`src/rtl/serial_sub_pkg.sv`:
```
`default_nettype none
// ============================================================================
// Module      : serial_sub_pkg
// Description : Shared types and constants for the bit-serial subtractor.
// Revision    : 1.0 - initial release
// ============================================================================
package serial_sub_pkg;

    localparam int DEFAULT_WIDTH = 8;

    typedef enum logic [1:0] {
        ST_IDLE  = 2'd0,
        ST_SHIFT = 2'd1,
        ST_DONE  = 2'd2
    } state_t;

    // Ceiling log2, floored at 1 so a counter always has at least one bit.
    function automatic int clog2(input int value);
        int r;
        r = 0;
        while ((1 << r) < value) begin
            r = r + 1;
        end
        if (r < 1) begin
            r = 1;
        end
        return r;
    endfunction

endpackage
`default_nettype wire

```
`src/rtl/serial_sub_bit.sv`:
```
`default_nettype none
// ============================================================================
// Module      : serial_sub_bit
// Description : Combinational one-bit full-subtractor cell (x - y - bin).
// Revision    : 1.0 - initial release
// ============================================================================
module serial_sub_bit (
    input  logic x,
    input  logic y,
    input  logic bin,
    output logic d,
    output logic bout
);

    assign d    = x ^ y ^ bin;
    assign bout = (~x & y) | (~(x ^ y) & bin);

endmodule
`default_nettype wire

```
`src/rtl/serial_sub.sv`:
```
`default_nettype none
// ============================================================================
// Module      : serial_sub
// Description : Bit-serial WIDTH-bit subtractor, diff = a - b, LSB first.
//               Optional signed-overflow output enabled by SERIAL_SUB_OVF_EN.
// Revision    : 1.0 - initial release
// ============================================================================
module serial_sub
    import serial_sub_pkg::*;
#(
    parameter int WIDTH = DEFAULT_WIDTH
) (
    input  logic             clk,
    input  logic             rst,
    input  logic             start,
    input  logic [WIDTH-1:0] a,
    input  logic [WIDTH-1:0] b,
    output logic             busy,
    output logic             done,
    output logic [WIDTH-1:0] diff,
    output logic             borrow_out
`ifdef SERIAL_SUB_OVF_EN
    ,
    output logic             ovf
`endif
);

    localparam int             CW     = clog2(WIDTH);
    localparam logic [CW-1:0]  C_LAST = CW'(WIDTH - 1);

    state_t           r_state;
    logic [WIDTH-1:0] r_a_sh;
    logic [WIDTH-1:0] r_b_sh;
    logic [WIDTH-1:0] r_res;
    logic [CW-1:0]    r_cnt;
    logic             r_borrow;
    logic             w_d;
    logic             w_bout;
    logic [WIDTH-1:0] w_res_next;

`ifdef SERIAL_SUB_OVF_EN
    logic             r_a_msb;
    logic             r_b_msb;
`endif

    serial_sub_bit u_bit (
        .x    (r_a_sh[0]),
        .y    (r_b_sh[0]),
        .bin  (r_borrow),
        .d    (w_d),
        .bout (w_bout)
    );

    assign w_res_next = {w_d, r_res[WIDTH-1:1]};

    always_ff @(posedge clk) begin
        if (rst) begin
            r_state    <= ST_IDLE;
            r_a_sh     <= '0;
            r_b_sh     <= '0;
            r_res      <= '0;
            r_cnt      <= '0;
            r_borrow   <= 1'b0;
            busy       <= 1'b0;
            done       <= 1'b0;
            diff       <= '0;
            borrow_out <= 1'b0;
`ifdef SERIAL_SUB_OVF_EN
            r_a_msb    <= 1'b0;
            r_b_msb    <= 1'b0;
            ovf        <= 1'b0;
`endif
        end else begin
            case (r_state)
                ST_IDLE: begin
                    done <= 1'b0;
                    if (start) begin
                        r_a_sh   <= a;
                        r_b_sh   <= b;
                        r_borrow <= 1'b0;
                        r_cnt    <= '0;
                        busy     <= 1'b1;
                        r_state  <= ST_SHIFT;
`ifdef SERIAL_SUB_OVF_EN
                        r_a_msb  <= a[WIDTH-1];
                        r_b_msb  <= b[WIDTH-1];
`endif
                    end
                end
                ST_SHIFT: begin
                    r_res    <= w_res_next;
                    r_a_sh   <= r_a_sh >> 1;
                    r_b_sh   <= r_b_sh >> 1;
                    r_borrow <= w_bout;
                    if (r_cnt == C_LAST) begin
                        // Counter holds at its last value so it never wraps.
                        diff       <= w_res_next;
                        borrow_out <= w_bout;
                        busy       <= 1'b0;
                        done       <= 1'b1;
                        r_state    <= ST_DONE;
`ifdef SERIAL_SUB_OVF_EN
                        ovf        <= (r_a_msb != r_b_msb) && (w_d != r_a_msb);
`endif
                    end else begin
                        r_cnt <= r_cnt + CW'(1);
                    end
                end
                ST_DONE: begin
                    done    <= 1'b0;
                    r_state <= ST_IDLE;
                end
                default: begin
                    busy    <= 1'b0;
                    done    <= 1'b0;
                    r_state <= ST_IDLE;
                end
            endcase
        end
    end

endmodule
`default_nettype wire

```
`config.mk`:
```
export PLATFORM = sky130hd
export DESIGN_NAME = serial_sub
export DESIGN_NICKNAME = d
export VERILOG_FILES = /design/src/rtl/serial_sub_pkg.sv /design/src/rtl/serial_sub_bit.sv /design/src/rtl/serial_sub.sv
export SDC_FILE = /design/constraint.sdc
export NUM_CORES = 1
export LEC_CHECK = 0
export CELL_PAD_IN_SITES_DETAIL_PLACEMENT = 1
export CELL_PAD_IN_SITES_GLOBAL_PLACEMENT = 1
export CORE_MARGIN = 4
export CORE_UTILIZATION = 42
export CTS_CLUSTER_SIZE = 12
export DETAILED_ROUTE_END_ITERATION = 10
export DONT_BUFFER_PORTS = 1
export GPL_TIMING_DRIVEN = 0
export HOLD_SLACK_MARGIN = 0.03
export MAX_ROUTING_LAYER = met4
export PLACE_DENSITY = 0.74
export SYNTH_ARGS = -nofsm -noshare
export SYNTH_HDL_FRONTEND = slang
export SYNTH_SLANG_ARGS = --single-unit
```
`constraint.sdc`:
```
create_clock -name clk -period 1.3 [get_ports clk]
set_clock_uncertainty 0.15 [all_clocks]
set_input_delay 0.13 -clock clk [delete_from_list [all_inputs] [get_ports clk]]
set_output_delay 0.13 -clock clk [all_outputs]
set_load 0.005 [all_outputs]
```
Word level (Yosys, flattened, before mapping)
Cells that the tools add are included.
W data, S select, Z words.
- flip-flop bits (word level): 41
- output and inout bits: 11
- word-level logic and storage cells: 49
- add/subtract/negate cells: 1
- eq/ne operators: 6
- mux-type cells: 15
- bitwise gates (word level): 9
- reduce and logical (&&, ||, !) cells: 8
- operator list (operator ; number):
    $pmux W8 S2 ; 2
    $mux W8 ; 2
    $mux W3 ; 2
    $ne A2 B2 Y1 const B ; 3
    $pmux W3 S2 ; 1
    $reduce_and A2 Y1 ; 3
    $reduce_and A3 Y1 ; 2
    $mux W2 ; 2
    $not A1 Y1 ; 4
    $pmux W2 S2 ; 1
    $add A3 B1 Y3 const B ; 1
    $eq A3 B3 Y1 const B ; 1
    $mux W1 ; 3
    $pmux W1 S3 ; 1
    $and A1 B1 Y1 ; 2
    $eq A2 B1 Y1 const B ; 1
    $eq A2 B2 Y1 const B ; 1
    $logic_not A2 Y1 ; 1
    $pmux W1 S2 ; 1
    $reduce_bool A2 Y1 ; 1
    $reduce_or A2 Y1 ; 1
    $xor A1 B1 Y1 ; 2
    $or A1 B1 Y1 ; 1

Longest topological paths before layout
- depth after elaboration: 5
- depth in mapped cells: 5
- mapped depth without buffers: 5

By module
A second synthesis with hierarchy kept.
- cells, all modules: 199
- area, all modules: 1665.3 µm²
- modules (own cells, without submodules) (module ; times used ; cells each ; area each (µm²) ; sequential area each (µm²)):
    serial_sub ; 1 ; 195 ; 1634.1 ; 800.8
    serial_sub_bit ; 1 ; 4 ; 31.3 ; 0.0

Worst setup path before layout
OpenSTA, ideal clock, no wires.
- kind: reg-to-reg
- start: register r_cnt[0]
- end: register r_cnt[0]
- data arrival time: 1233 ps
- required time: 1080 ps
- setup slack: -154 ps
- cell stages (with the launch flop): 6
- clock period less this slack: 1454 ps
- path through: dfxtp_1 ha_1 ha_1 nor4b_1 a31oi_1 a21oi_1
- cells in the longest elaborated chain, start to end: 3
- elaborated cells between the ends (all ways): 6
- classes of those cells: add/sub: 1; eq/ne: 2; mux: 2; reduce/logical: 1
- ends and longest elaborated chain (element ; line ; text):
    start: declaration ; serial_sub.sv:35 ; logic [CW-1:0] r_cnt;
    start signal: assignment ; serial_sub.sv:106 ; r_cnt <= r_cnt + CW'(1);
    $add A3 B1 Y3 or $eq A3 B3 Y1 (tied branches) ; serial_sub.sv:106, serial_sub.sv:95 ;
    $mux W3 or $ne A2 B2 Y1 (tied branches) ; - ;
    $pmux W3 S2 or $reduce_and A3 Y1 (tied branches) ; - ;
Parallel ways exist; a longest one is shown, timed or not. The select of a mux whose other input is x is not followed.
A chain may end at the register's enable or synchronous reset.

Final worst setup path
- start: register r_cnt[0]
- end: register borrow_out
- cells in the longest elaborated chain, start to end: 2
- ends and longest elaborated chain (element ; line ; text):
    $eq A3 B3 Y1 ; serial_sub.sv:95 ; if (r_cnt == C_LAST) begin
    $reduce_and A2 Y1 (no source line) ; - ;
    end signal: assignment ; serial_sub.sv:98 ; borrow_out <= w_bout;
    end: declaration ; serial_sub.sv:21 ; output logic borrow_out
No other way between the ends.

==> key figures <==
Run status
  • Outcome: finished with violations
  • Failing checks: setup timing

STA
  • Final setup fails: 21
  • Final setup TNS: -1710 ps
  • Clock period minus worst slack: approximately 1500 ps
  • Final worst-path cycle share: 1.12
  • Worst-Margin Slew: 714 ps
  • Headroom to the max-slew limit: 0.524
  • RSZ-0062 raised after global routing: true
  • Post-route setup slack: -161 ps
  • Hold Vio Cnt, Final: 0
  • FMAX: 0.685 GHz
  • Fin. max-slew vios: 0
  • WHS: about 100 ps

Route
  • Via count: 1571
  • Detailed Route Iter0 Violations: 105
  • DRC viols: 0
  • Vias per cell: 5.67
  • Post-Route WL: about 6200 µm
  • Wire per inst: 22.2 µm
  • Post-route ant nets: 0
  • Router iterations before antenna repair: 4

Logic synthesis
  • Seq/Total Area, Yosys: 0.454
  • Yosys Warn Count: 0
  • Synth cell types: 31
  • Post-synthesis cell area: 1760 µm²
  • Syn Nets: 209
  • #FFs+latches synth: 40
  • Syn Inst Count: about 190
  • Syn avg cell area: between 9 and 10 µm²

Clock tree
  • Clk root buf: clkbuf_8
  • Clock latency at the later pin of the worst-skew pair: slightly below 300 ps
  • Clk slew on worst S/H paths: 80 ps
  • CTS tree: yes
  • Max H-tree Level: 2
  • CTS max path bufs: 2
  • CTS Sinks: 40
  • CTS Buf Count: 5

Finish
  • Utilization after layout: 0.642
  • Fillcell total: 408
  • Ant diodes: 0
  • Area grow syn2layout: 46.8%
  • Share of post-route cells with drive strength above 1: 0.445
  • Area occupied by registers: between 800 and 900 µm²
  • Finished Layout Cells: 277
  • Commonest non-fill, non-tap cell in the layout: dfxtp_1
  • Area of the multi-input gates: about 1100 µm²
  • Most frequent cells in the layout: dfxtp_1 (34), nand2_1 (18), a21oi_1 (17), dlygate4sd3_1 (17)
  • Layout Nets: 250

Critical path
  • Worst Path Required: 1350 ps
  • Worst Path Arrival: 1510 ps
  • WS Path Type: reg2reg
  • CP Launch Type: flip-flop
  • RR Endpoint: borrow_out
  • CP cell instances: ha_4, buf_4, ha_4, buf_6, a311oi_2
  • R2R cell count: 5
  • Slowest stage delay, CP: 350 ps
  • CP dominant cell by count: ha_4
  • Worst setup EP type: flip-flop
  • R2R Setup Slk: -160 ps
  • Number of buffers and inverters on the critical path: 2
  • Worst R2R Start: r_cnt[0]
  • Crit path launch: r_cnt[0]
  • Crit-path leading delay family: flip-flops
  • CP max stage cell: dfxtp_4
  • Worst-path maximum fanout: 5

Global routing
  • Initial antenna violation count: 0
  • Total gr overflow: 0
  • Overall routing resource usage: 0.204
  • Pin count of the biggest net entering global routing: 13
  • Vias in the first global route: between 1.5k and 2k
  • First-pass GRT wire length: between 7000 and 8000 µm

Worst hold path
  • Hold Path Class: in2reg
  • Worst Hold End: r_borrow
  • WHS Path Cells: 2
  • Min-delay src: rst

Job
  • Max_cap viols: 0

Die
  • Die height: 72.8 µm
  • Die area: 5300 µm²
  • Core area: between 4000 and 5000 µm²
  • Row count: 23
  • Starting Density: 0.438
  • Die Span X: 72.8 µm
  • Boundary Pins: 30

Pwr
  • Pwr dens: 1030 nW/µm²
  • Max IR drop VDD: 0.582 mV
  • Leak Pwr: roughly 0.92 nW

Placed design
  • Hpwl dp: between 2000 and 3000 µm
  • DP Cell Count: 236
  • Input/output buffers: 0
  • RD Place Congestion: between 0.7 and 0.8
  • DP Worst Slack: -150 ps
[timing repair]
item	CTS	global route
buffers inserted	6	5
gates resized for setup	15	65
setup endpoints to repair	22	38
gates cloned	3	3
endpoints found under the hold margin	20	0
pin swaps	2	27
hold buffers	17	0
[per-layer routing]
metal | GRT usage | up-vias | share of wire
li1 | - | 731 | -
met3 | 0.0510 | 17 | 0.048
met5 | - | - | 0
met4 | 0.0717 | 0 | 0.030
met2 | 0.366 | 50 | 0.55
met1 | 0.216 | 773 | 0.37
[worst max path at each step]
stage	to	cells after the start	slack (ps)
after floorplan	r_cnt[2]	5	-5
after global placement	diff[7]	4	-50
after detailed placement	r_cnt[2]	5	-150
after CTS	r_cnt[2]	5	-120
after global routing	borrow_out	6	-200
final	borrow_out	5	-160
[where the power goes]
part | internal [mW] | switching, mW | total, mW
Sequential | 1.28 | 0.0566 | 1.34
Clock | 0.364 | 0.437 | 0.801
Combinational | 0.274 | 0.246 | 0.520
[stage by stage]
stage | cell area, µm² | power [mW]
2_1_floorplan | 1820 | 1.57
3_3_place_gp | 1880 | 1.62
3_5_place_dp | 1880 | 1.63
4_1_cts | 2250 | 2.51
5_1_grt | 2590 | 2.77
6_report | 2590 | 2.66
[kinds of logic (layout without fill, tap and decap cells)]
| family | after synthesis | in the layout | synth area share |
|---|---|---|---|
| AO/OA/AOI/OAI | 46 | 46 | 0.188 |
| flip-flops | 40 | 40 | 0.454 |
| buffers and inverters | 18 | 59 | 0.0731 |
| adder cells (fa/ha/maj) | 4 | 4 | 0.0326 |
| multiplexers | 15 | 15 | 0.0852 |
| AND/OR/NAND/NOR | 63 | 63 | 0.167 |
[cell usage after synthesis (all sizes together)]
master   count  share of area
a2bb2oi      1         0.0050
a31oi        3          0.011
inv          3         0.0064
nor2        17          0.036
nand2       25          0.053
clkbuf       4         0.0092
o21bai       2         0.0085
buf         11          0.057
nor4bb       2          0.011
dfxtp       40           0.45
o21ba        1         0.0057
mux2i       15          0.085
nor3         3         0.0085
a311oi       1         0.0050
nor4b        1         0.0050
nand3        8          0.023
nand2b       1         0.0036
nand3b       4          0.019
o21ai        2         0.0057
a21oi       22          0.062
nor2b        2         0.0071
a211oi      14          0.085
fa           1          0.011
ha           3          0.021
[final cells by class]
type                    instances  share of cell area
clock inverters                 2             0.00484
repair buffers                 34               0.135
multi-input cells             128               0.428
plain buffers                  15              0.0624
flip-flops and latches         40               0.314
well taps                      50              0.0242
clock buffers                   5              0.0266
inverters                       3             0.00435
[registers in the layout (all words and copies together) (netlist names)]
signal,count
r_cnt,3
r_res,7
r_b_sh,8
borrow_out,1
r_a_sh,8
r_state,2
r_borrow,1
diff,8
busy,1
done,1
Note: power is estimated with default switching activity, not from simulation.
